--- config.mk ---
export PLATFORM = sky130hd
export DESIGN_NAME = uart_program_loader_flat
export DESIGN_NICKNAME = d
export VERILOG_FILES = /design/src/rtl/uart_program_loader_pkg.sv /design/src/rtl/uart_program_loader_if.sv /design/src/rtl/uart_program_loader_word_buffer.sv /design/src/rtl/uart_program_loader.sv /design/src/flat_wrapper.sv
export SDC_FILE = /design/constraint.sdc
export NUM_CORES = 1
export LEC_CHECK = 0
export ABC_CLOCK_PERIOD_IN_PS = 3160
export BUFFER_PORTS_ARGS = -buffer_cell sky130_fd_sc_hd__buf_2
export CAP_MARGIN = 20
export CORE_MARGIN = 3
export CORE_UTILIZATION = 58
export DETAILED_ROUTE_END_ITERATION = 16
export GPL_ROUTABILITY_DRIVEN = 0
export GPL_TIMING_DRIVEN = 0
export PLACE_DENSITY = 0.8
export SKIP_LAST_GASP = 1
export SLEW_MARGIN = 20
export SYNTH_ARGS = -nofsm -noshare
export SYNTH_HDL_FRONTEND = slang
export SYNTH_SLANG_ARGS = --single-unit
--- constraint.sdc ---
create_clock -name clk -period 3.16 [get_ports clk]
set_clock_uncertainty 0.1 [all_clocks]
set_input_delay 0.632 -clock clk [delete_from_list [all_inputs] [get_ports clk]]
set_output_delay 0.632 -clock clk [all_outputs]
set_load 0.005 [all_outputs]
--- src/rtl/uart_program_loader_pkg.sv ---
// Shared types and defaults for the UART boot-time program loader.
package uart_program_loader_pkg;

    // Collector FSM states
    typedef enum logic [2:0] {
        ST_IDLE,
        ST_LEN_LO,
        ST_DATA_HI,
        ST_DATA_LO,
        ST_DONE,
        ST_ERROR
    } load_state_t;

    localparam int          BYTE_W                 = 8;
    localparam int          BYTES_PER_WORD         = 2;
    localparam logic [15:0] MAP_INIT_ADDR_DEFAULT  = 16'd30;
    localparam int          TIMEOUT_CYCLES_DEFAULT = 50000;

    // True while a load is in progress (header seen, image not finished or aborted)
    function automatic logic is_loading(input load_state_t s);
        return (s == ST_LEN_LO) || (s == ST_DATA_HI) || (s == ST_DATA_LO);
    endfunction

endpackage

--- src/rtl/uart_program_loader_if.sv ---
// Byte-receive and memory-write request signals between the loader and its neighbours.
interface uart_program_loader_if #(
    parameter int ADDR_WIDTH = 16,
    parameter int DATA_WIDTH = 16
);
    logic [7:0]            rx_data;
    logic                  rx_valid;
    logic                  mem_req;
    logic [ADDR_WIDTH-1:0] mem_addr;
    logic [DATA_WIDTH-1:0] mem_data;
    logic                  mem_ready;

    // Loader side: consumes bytes, issues memory writes
    modport master (
        input  rx_data, rx_valid, mem_ready,
        output mem_req, mem_addr, mem_data
    );

    // Environment side: UART receiver and memory controller
    modport slave (
        output rx_data, rx_valid, mem_ready,
        input  mem_req, mem_addr, mem_data
    );
endinterface

--- src/rtl/uart_program_loader_word_buffer.sv ---
// One-entry holding register for an assembled word and its target address.
// overflow flags that the entry is occupied and not leaving this cycle,
// so a push now would have nowhere to go.
module uart_program_loader_word_buffer #(
    parameter int ADDR_WIDTH = 16,
    parameter int DATA_WIDTH = 16
) (
    input  logic                  clk,
    input  logic                  rst,
    input  logic                  push,
    input  logic                  pop,
    input  logic                  flush,
    input  logic [ADDR_WIDTH-1:0] push_addr,
    input  logic [DATA_WIDTH-1:0] push_data,
    output logic                  valid,
    output logic [ADDR_WIDTH-1:0] addr,
    output logic [DATA_WIDTH-1:0] data,
    output logic                  overflow
);

    assign overflow = valid && !pop;

    // Entry register: a push may refill the slot in the same cycle it is popped
    always_ff @(posedge clk) begin
        if (rst) begin
            valid <= 1'b0;
            addr  <= '0;
            data  <= '0;
        end else if (flush) begin
            valid <= 1'b0;
        end else if (push && !overflow) begin
            valid <= 1'b1;
            addr  <= push_addr;
            data  <= push_data;
        end else if (pop) begin
            valid <= 1'b0;
        end
    end

endmodule

--- src/rtl/uart_program_loader.sv ---
// Boot loader: collects a length-prefixed big-endian word stream from the UART
// and writes it to memory from address 0, diverting the map-init word to a
// dedicated output. Releases the CPU once the last write has been accepted.
module uart_program_loader
    import uart_program_loader_pkg::*;
#(
    parameter int                    ADDR_WIDTH     = 16,
    parameter int                    DATA_WIDTH     = 16,
    parameter logic [ADDR_WIDTH-1:0] MAP_INIT_ADDR  = ADDR_WIDTH'(MAP_INIT_ADDR_DEFAULT),
    parameter int                    TIMEOUT_CYCLES = TIMEOUT_CYCLES_DEFAULT
) (
    input  logic                     clk,
    input  logic                     rst,
    uart_program_loader_if.master    bus,
    output logic [DATA_WIDTH-1:0]    mem_map_init_value,
    output logic                     cpu_enable,
    output logic                     load_active,
    output logic                     error
);

    localparam int CNT_W = $clog2(TIMEOUT_CYCLES + 1);

    load_state_t state, state_next;

    logic [BYTE_W-1:0]                len_hi;
    logic [BYTE_W-1:0]                hi_byte;
    logic [15:0]                      words_left;
    logic [ADDR_WIDTH-1:0]            wr_addr;
    logic [CNT_W-1:0]                 idle_cnt;
    logic                             timeout;

    logic                             take_len_hi;
    logic                             take_len_lo;
    logic                             take_hi;
    logic                             push_word;

    logic [15:0]                      len_full;
    logic [BYTES_PER_WORD*BYTE_W-1:0] word_in;

    logic                             buf_valid;
    logic                             buf_pop;
    logic                             buf_flush;
    logic                             buf_overflow;
    logic [ADDR_WIDTH-1:0]            buf_addr;
    logic [DATA_WIDTH-1:0]            buf_data;

    logic                             writer_active;
    logic                             is_map;

    assign len_full = {len_hi, bus.rx_data};
    assign word_in  = {hi_byte, bus.rx_data};
    assign timeout  = (idle_cnt == CNT_W'(TIMEOUT_CYCLES));

    // Collector state register
    always_ff @(posedge clk) begin
        if (rst) state <= ST_IDLE;
        else     state <= state_next;
    end

    // Collector next-state and byte-capture strobes; timeout and overrun abort to ERROR
    always_comb begin
        state_next  = state;
        take_len_hi = 1'b0;
        take_len_lo = 1'b0;
        take_hi     = 1'b0;
        push_word   = 1'b0;
        case (state)
            ST_IDLE: begin
                if (bus.rx_valid) begin
                    take_len_hi = 1'b1;
                    state_next  = ST_LEN_LO;
                end
            end
            ST_LEN_LO: begin
                if (timeout) begin
                    state_next = ST_ERROR;
                end else if (bus.rx_valid) begin
                    take_len_lo = 1'b1;
                    state_next  = (len_full == 16'd0) ? ST_DONE : ST_DATA_HI;
                end
            end
            ST_DATA_HI: begin
                if (timeout) begin
                    state_next = ST_ERROR;
                end else if (bus.rx_valid) begin
                    take_hi    = 1'b1;
                    state_next = ST_DATA_LO;
                end
            end
            ST_DATA_LO: begin
                if (timeout) begin
                    state_next = ST_ERROR;
                end else if (words_left == 16'd0) begin
                    // Last word collected; finish only once its write has drained
                    if (!buf_valid) state_next = ST_DONE;
                end else if (bus.rx_valid) begin
                    push_word = 1'b1;
                    if (buf_overflow)            state_next = ST_ERROR;
                    else if (words_left == 16'd1) state_next = ST_DATA_LO;
                    else                          state_next = ST_DATA_HI;
                end
            end
            ST_DONE:  state_next = ST_DONE;
            ST_ERROR: state_next = ST_ERROR;
            default:  state_next = ST_IDLE;
        endcase
    end

    // Header, high-byte and address/word-count bookkeeping
    always_ff @(posedge clk) begin
        if (rst) begin
            len_hi     <= '0;
            hi_byte    <= '0;
            words_left <= '0;
            wr_addr    <= '0;
        end else begin
            if (take_len_hi) len_hi     <= bus.rx_data;
            if (take_len_lo) words_left <= len_full;
            if (take_hi)     hi_byte    <= bus.rx_data;
            if (push_word && !buf_overflow) begin
                wr_addr    <= wr_addr + ADDR_WIDTH'(1);
                words_left <= words_left - 16'd1;
            end
        end
    end

    // Inter-byte idle counter; holds at the limit so the abort is not missed
    always_ff @(posedge clk) begin
        if (rst)                                   idle_cnt <= '0;
        else if (bus.rx_valid)                     idle_cnt <= '0;
        else if (!is_loading(state))               idle_cnt <= '0;
        else if (!timeout)                         idle_cnt <= idle_cnt + CNT_W'(1);
    end

    uart_program_loader_word_buffer #(
        .ADDR_WIDTH (ADDR_WIDTH),
        .DATA_WIDTH (DATA_WIDTH)
    ) u_word_buffer (
        .clk       (clk),
        .rst       (rst),
        .push      (push_word),
        .pop       (buf_pop),
        .flush     (buf_flush),
        .push_addr (wr_addr),
        .push_data (DATA_WIDTH'(word_in)),
        .valid     (buf_valid),
        .addr      (buf_addr),
        .data      (buf_data),
        .overflow  (buf_overflow)
    );

    // Writer: memory words wait for mem_ready, the map-init word drains in one cycle
    assign writer_active = buf_valid && is_loading(state);
    assign is_map        = (buf_addr == MAP_INIT_ADDR);
    assign buf_pop       = writer_active && (is_map || bus.mem_ready);
    assign buf_flush     = (state == ST_ERROR);

    assign bus.mem_req   = writer_active && !is_map;
    assign bus.mem_addr  = buf_addr;
    assign bus.mem_data  = buf_data;

    // Capture of the diverted map-init word
    always_ff @(posedge clk) begin
        if (rst)                     mem_map_init_value <= '0;
        else if (writer_active && is_map) mem_map_init_value <= buf_data;
    end

    assign cpu_enable  = (state == ST_DONE);
    assign error       = (state == ST_ERROR);
    assign load_active = is_loading(state);

endmodule

--- src/flat_wrapper.sv ---
// flat-port wrapper written by rule: the top's interface ports become plain ports
module uart_program_loader_flat import uart_program_loader_pkg::*;
#(
    parameter int                    ADDR_WIDTH     = 16,
    parameter int                    DATA_WIDTH     = 16,
    parameter logic [ADDR_WIDTH-1:0] MAP_INIT_ADDR  = ADDR_WIDTH'(MAP_INIT_ADDR_DEFAULT),
    parameter int                    TIMEOUT_CYCLES = TIMEOUT_CYCLES_DEFAULT
)
  (clk, rst, mem_map_init_value, cpu_enable, load_active, error, bus_rx_data, bus_rx_valid, bus_mem_ready, bus_mem_req, bus_mem_addr, bus_mem_data);
  uart_program_loader_if #(.ADDR_WIDTH(ADDR_WIDTH), .DATA_WIDTH(DATA_WIDTH)) bus_i ();
  input  logic clk;
  input  logic rst;
  output logic [DATA_WIDTH-1:0] mem_map_init_value;
  output logic cpu_enable;
  output logic load_active;
  output logic error;
  input wire logic [$bits(bus_i.rx_data)-1:0] bus_rx_data;
  input wire logic [$bits(bus_i.rx_valid)-1:0] bus_rx_valid;
  input wire logic [$bits(bus_i.mem_ready)-1:0] bus_mem_ready;
  output wire logic [$bits(bus_i.mem_req)-1:0] bus_mem_req;
  output wire logic [$bits(bus_i.mem_addr)-1:0] bus_mem_addr;
  output wire logic [$bits(bus_i.mem_data)-1:0] bus_mem_data;
  assign bus_i.rx_data = bus_rx_data;
  assign bus_i.rx_valid = bus_rx_valid;
  assign bus_i.mem_ready = bus_mem_ready;
  assign bus_mem_req = bus_i.mem_req;
  assign bus_mem_addr = bus_i.mem_addr;
  assign bus_mem_data = bus_i.mem_data;
  uart_program_loader #(.ADDR_WIDTH(ADDR_WIDTH), .DATA_WIDTH(DATA_WIDTH), .MAP_INIT_ADDR(MAP_INIT_ADDR), .TIMEOUT_CYCLES(TIMEOUT_CYCLES)) u_core (.clk(clk), .rst(rst), .bus(bus_i), .mem_map_init_value(mem_map_init_value), .cpu_enable(cpu_enable), .load_active(load_active), .error(error));
endmodule
==> results_tabular.tex <==
\begin{tabular}{lr}
\hline
Metric & Value \\
\hline
\multicolumn{2}{l}{\textbf{Outcome}} \\
\quad Run status & finished clean \\
\multicolumn{2}{l}{\textbf{Logic synthesis}} \\
\quad Fraction of registers with async set or reset after synthesis & 0\% \\
\quad Share of the synthesized area in the top cell type & 44.8\% \\
\quad Library cell with the largest summed area after synthesis & sky130\_fd\_sc\_hd\_\_dfxtp\_1 \\
\quad Cell types occupying the most area after synthesis & sky130\_fd\_sc\_hd\_\_dfxtp\_1, sky130\_fd\_sc\_hd\_\_nand2\_1, sky130\_fd\_sc\_hd\_\_a21oi\_1, sky130\_fd\_sc\_hd\_\_nor2\_1, sky130\_fd\_sc\_hd\_\_mux2i\_1 \\
\quad Cell Area, Synth & 5180 µm² \\
\quad Fraction of the yosys area taken by sequential cells & roughly 45\% \\
\quad Average footprint of a synthesized cell & 8.43 µm² \\
\quad Number of enable flip-flop cells after synthesis & 0 \\
\quad Flip-flop and latch count after synthesis & 116 \\
\quad Most used DFF post-synth & sky130\_fd\_sc\_hd\_\_dfxtp\_1 \\
\quad Netlist cell types & 61 \\
\quad Yosys Warn Count & 0 \\
\quad Net count of the mapped netlist & 632 \\
\quad Synthesized instance count & roughly 600 \\
\multicolumn{2}{l}{\textbf{Clock tree}} \\
\quad Clock tree root driver cell & sky130\_fd\_sc\_hd\_\_clkbuf\_8 \\
\quad Post-CTS setup-driven buffer insertion count & 0 \\
\quad Reg clk slew, reported paths & 60 ps \\
\quad Clock sink total & 116 \\
\quad Number of resized instances in the post-cts repair step & 0 \\
\quad Number of buffers on the longest clock path & 2 \\
\quad CTS buffer count & 17 \\
\quad TritonCTS clock tree & built \\
\quad Max H-tree Level & 4 \\
\quad Worst-skew pair later-pin latency & 520 ps \\
\quad Quantity of hold-fixing buffers added after cts & 0 \\
\multicolumn{2}{l}{\textbf{Power}} \\
\quad Switching Fraction & 32.8\% \\
\quad Cell leakage power & around 2.4 nW \\
\quad Power share of the sequential group & 36.7\% \\
\quad Worst ir drop on vdd & 374 µV \\
\quad Part of the total power dissipated in the clock network & 41.5\% \\
\quad Comb pwr share & 21.8\% \\
\quad Switching pwr & 0.00146 W \\
\quad Internal cell power & 0.00299 W \\
\quad Total power density per cell area & just over 700 nW/µm² \\
\multicolumn{2}{l}{\textbf{Worst setup path}} \\
\quad Arrival time at the worst endpoint & 2940 ps \\
\quad CP Class & reg -> reg \\
\quad Highest net fanout along the worst path & 5 \\
\quad Startpoint class of the critical path & register \\
\quad Critical Path RT & 3440 ps \\
\quad Type of destination of the critical path & register \\
\multicolumn{2}{l}{\textbf{Floorplanning}} \\
\quad Die Area & 10100 µm² \\
\quad Starting utilization of the core area & roughly 61\% \\
\quad Top Ports & 64 \\
\quad Die boundary height & 101 µm \\
\quad Num rows & 33 \\
\quad Core ar. & 8460 µm² \\
\quad Overall die width & 101 µm \\
\multicolumn{2}{l}{\textbf{STA}} \\
\quad Final setup TNS & 0 ps \\
\quad Crit share post-route & 84.2\% \\
\quad Max-slew violation count & 0 \\
\quad Clock period minus final worst setup slack & 2660 ps \\
\quad Headroom to the max-slew limit & a little over two fifths \\
\quad Setup repair after global routing missed its margin & no \\
\quad Count of endpoints failing setup in the final report & 0 \\
\quad Worst-margin pin slew & 869 ps \\
\quad Upper clock frequency limit & 0.376 GHz \\
\quad Hold Fails Final Rpt & 0 \\
\multicolumn{2}{l}{\textbf{Placed design}} \\
\quad Placement Cell Area & 5640 µm² \\
\quad I/O Buffers & 63 \\
\quad Detailed placer's ending HPWL & 10100 µm \\
\quad Cells after DPL & 783 \\
\multicolumn{2}{l}{\textbf{Drt}} \\
\quad DRC errors left & 0 \\
\quad Detail-routed via count per cell & 6.13 \\
\quad Detail Route Antenna Nets & 0 \\
\quad Via Count & 4998 \\
\quad 1st-pass router iterations & 6 \\
\quad Average wire per cell in the routed design & roughly 17 µm \\
\quad Final Routed Wirelength & roughly 14000 µm \\
\quad Count of routing violations after the opening detailed-route iteration & 375 \\
\multicolumn{2}{l}{\textbf{GRT}} \\
\quad Wire length of the first global-routing pass & 23300 µm \\
\quad Maximum number of pins on one net before global-route repair & 17 \\
\quad GRT Residual Overflow & 0 \\
\quad All-Layer GR Usage & 29.2\% \\
\quad Number of antenna violations at the first check in global routing & 0 \\
\quad Number of global-route vias before repair & 4888 \\
\multicolumn{2}{l}{\textbf{Flow run}} \\
\quad Number of max-cap violations & 0 \\
\multicolumn{2}{l}{\textbf{Cells and area}} \\
\quad Share of cells above drive strength 1 & 17.5\% \\
\quad Filler Cell Count & 655 \\
\quad Area delta synth->final & 19.7\% \\
\quad Post-Layout Inst Area & 6210 µm² \\
\quad Ant. Diodes & 0 \\
\quad Number of standard cells in the final layout excluding fillers & just over 800 \\
\quad Final-stage net count & 714 \\
\multicolumn{2}{l}{\textbf{Min path}} \\
\quad Type of the most critical hold path & in -> reg \\
\hline
\end{tabular}
[area by class of cell]
| cell class | instances | area (µm²) | share of cell area [%] |
|---|---|---|---|
| Buffer | 32 | 148 | 2.38 |
| Sequential cell | 116 | 2320 | 37.4 |
| Inverter | 11 | 41.3 | 0.665 |
| Multi-Input combinational cell | 456 | 2680 | 43.1 |
| Tap cell | 105 | 131 | 2.12 |
| Timing Repair Buffer | 63 | 315 | 5.08 |
| Clock inverter | 14 | 153 | 2.46 |
| Clock buffer | 18 | 418 | 6.73 |
[synthesized netlist by cell type, drive strengths merged, types with 3 or more instances]
cell type    n
a21oi       67
or3         13
or4          4
o21a         3
nor2        69
nor4        11
buf         11
mux2i       24
o21ai       10
a22oi        3
a32oi        3
and3        10
o31ai        6
nand3       21
dfxtp      116
a31oi        6
xnor2        8
inv         11
nand2b       4
clkbuf      21
ha           5
o211ai       7
nand2      108
a32o         4
nand3b       5
o311ai       5
nor3         9
xor2        11
nor4b        3
nand4       13
[metal layers]
metal  GRT usage [%]  share of wire (%)  up-vias
li1                -                  -     2352
met3            8.03                8.8       43
met1            37.5                 42     2359
met5               0                  0        -
met4            12.2                2.4        0
met2            46.5                 47      244
[power by group through the flow]
stage               Clock [W]  Combinational, W  Sequential [W]
CTS                   0.00185          0.000938         0.00163
floorplan                   0          0.000686         0.00164
global placement            0          0.000896         0.00165
detailed placement          0          0.000930         0.00166
finish                0.00185          0.000967         0.00163
global route          0.00193           0.00105         0.00164
[flip-flops by register name (all words and copies together) (netlist names)]
register,flops
u_core.idle_cnt,16
u_core.state,3
u_core.words_left,16
u_core.u_word_buffer.valid,1
u_core.hi_byte,8
u_core.mem_map_init_value,16
u_core.u_word_buffer.addr,16
u_core.wr_addr,16
u_core.u_word_buffer.data,16
u_core.len_hi,8
[path summary, 6_finish.rpt]
kind | cells after the start | endpoint | slack [ps] | start
setup / recovery | 8 | u_core.words_left[14] | 500 | u_core.words_left[0]
hold / removal | 3 | u_core.u_word_buffer.data[4] | 330 | bus_rx_data[4]
setup reg to reg | 8 | u_core.words_left[14] | 500 | u_core.words_left[0]
hold reg to reg | 2 | u_core.u_word_buffer.addr[14] | 360 | u_core.wr_addr[14]
[worst max-delay path, stage by stage, from the launching register on]
cell	delay (ps)
sky130_fd_sc_hd__dfxtp_1	340
sky130_fd_sc_hd__inv_1	110
sky130_fd_sc_hd__ha_1	210
sky130_fd_sc_hd__nor3b_1	590
sky130_fd_sc_hd__nand3_1	270
sky130_fd_sc_hd__nor3_1	360
sky130_fd_sc_hd__inv_1	80
sky130_fd_sc_hd__o311ai_0	350
sky130_fd_sc_hd__a21oi_1	110
[cells by family (layout without fill, tap and decap cells)]
logic type                 Yosys count  in the layout  synth area share [%]
muxes                               25             25                  4.93
buffers and inverters               43            138                  3.65
adders and majority gates            5              5                  1.21
and+or+nand+nor                    284            284                  27.1
AOI/OAI and AO/OA                  123            123                  15.1
xor gates and xnor gates            19             19                  3.21
DFF                                116            116                  44.8
[through the flow]
step                setup slack, ps  power (W)  hold slack (ps)  util (%)
global placement                515    0.00255              340      66.5
global route                    226    0.00462              330      73.3
finish                          498    0.00444              332      73.3
CTS                             535    0.00442              317      73.3
detailed placement              498    0.00259              355      66.6
floorplan                       968    0.00232              332         -
[placed cells by master (no fill, tap or decap), types with 7 or more instances in the layout]
| cell type | Yosys | layout |
|---|---|---|
| sky130_fd_sc_hd__buf_2 | 7 | 70 |
| sky130_fd_sc_hd__nand3_1 | 20 | 20 |
| sky130_fd_sc_hd__or3_1 | 13 | 13 |
| sky130_fd_sc_hd__clkbuf_16 | 0 | 16 |
| sky130_fd_sc_hd__nand2_1 | 108 | 108 |
| sky130_fd_sc_hd__nand4_1 | 12 | 12 |
| sky130_fd_sc_hd__nor3_1 | 8 | 8 |
| sky130_fd_sc_hd__xor2_1 | 11 | 11 |
| sky130_fd_sc_hd__mux2i_1 | 24 | 24 |
| sky130_fd_sc_hd__a21oi_1 | 66 | 66 |
| sky130_fd_sc_hd__dfxtp_1 | 116 | 116 |
| sky130_fd_sc_hd__nor4_1 | 9 | 9 |
| sky130_fd_sc_hd__o211ai_1 | 7 | 7 |
| sky130_fd_sc_hd__xnor2_1 | 8 | 8 |
| sky130_fd_sc_hd__o21ai_0 | 8 | 8 |
| sky130_fd_sc_hd__nor2_1 | 69 | 69 |
| sky130_fd_sc_hd__and3_1 | 10 | 10 |
| sky130_fd_sc_hd__inv_1 | 11 | 11 |
| sky130_fd_sc_hd__clkbuf_1 | 21 | 22 |
(Power assumes the default switching activity.)
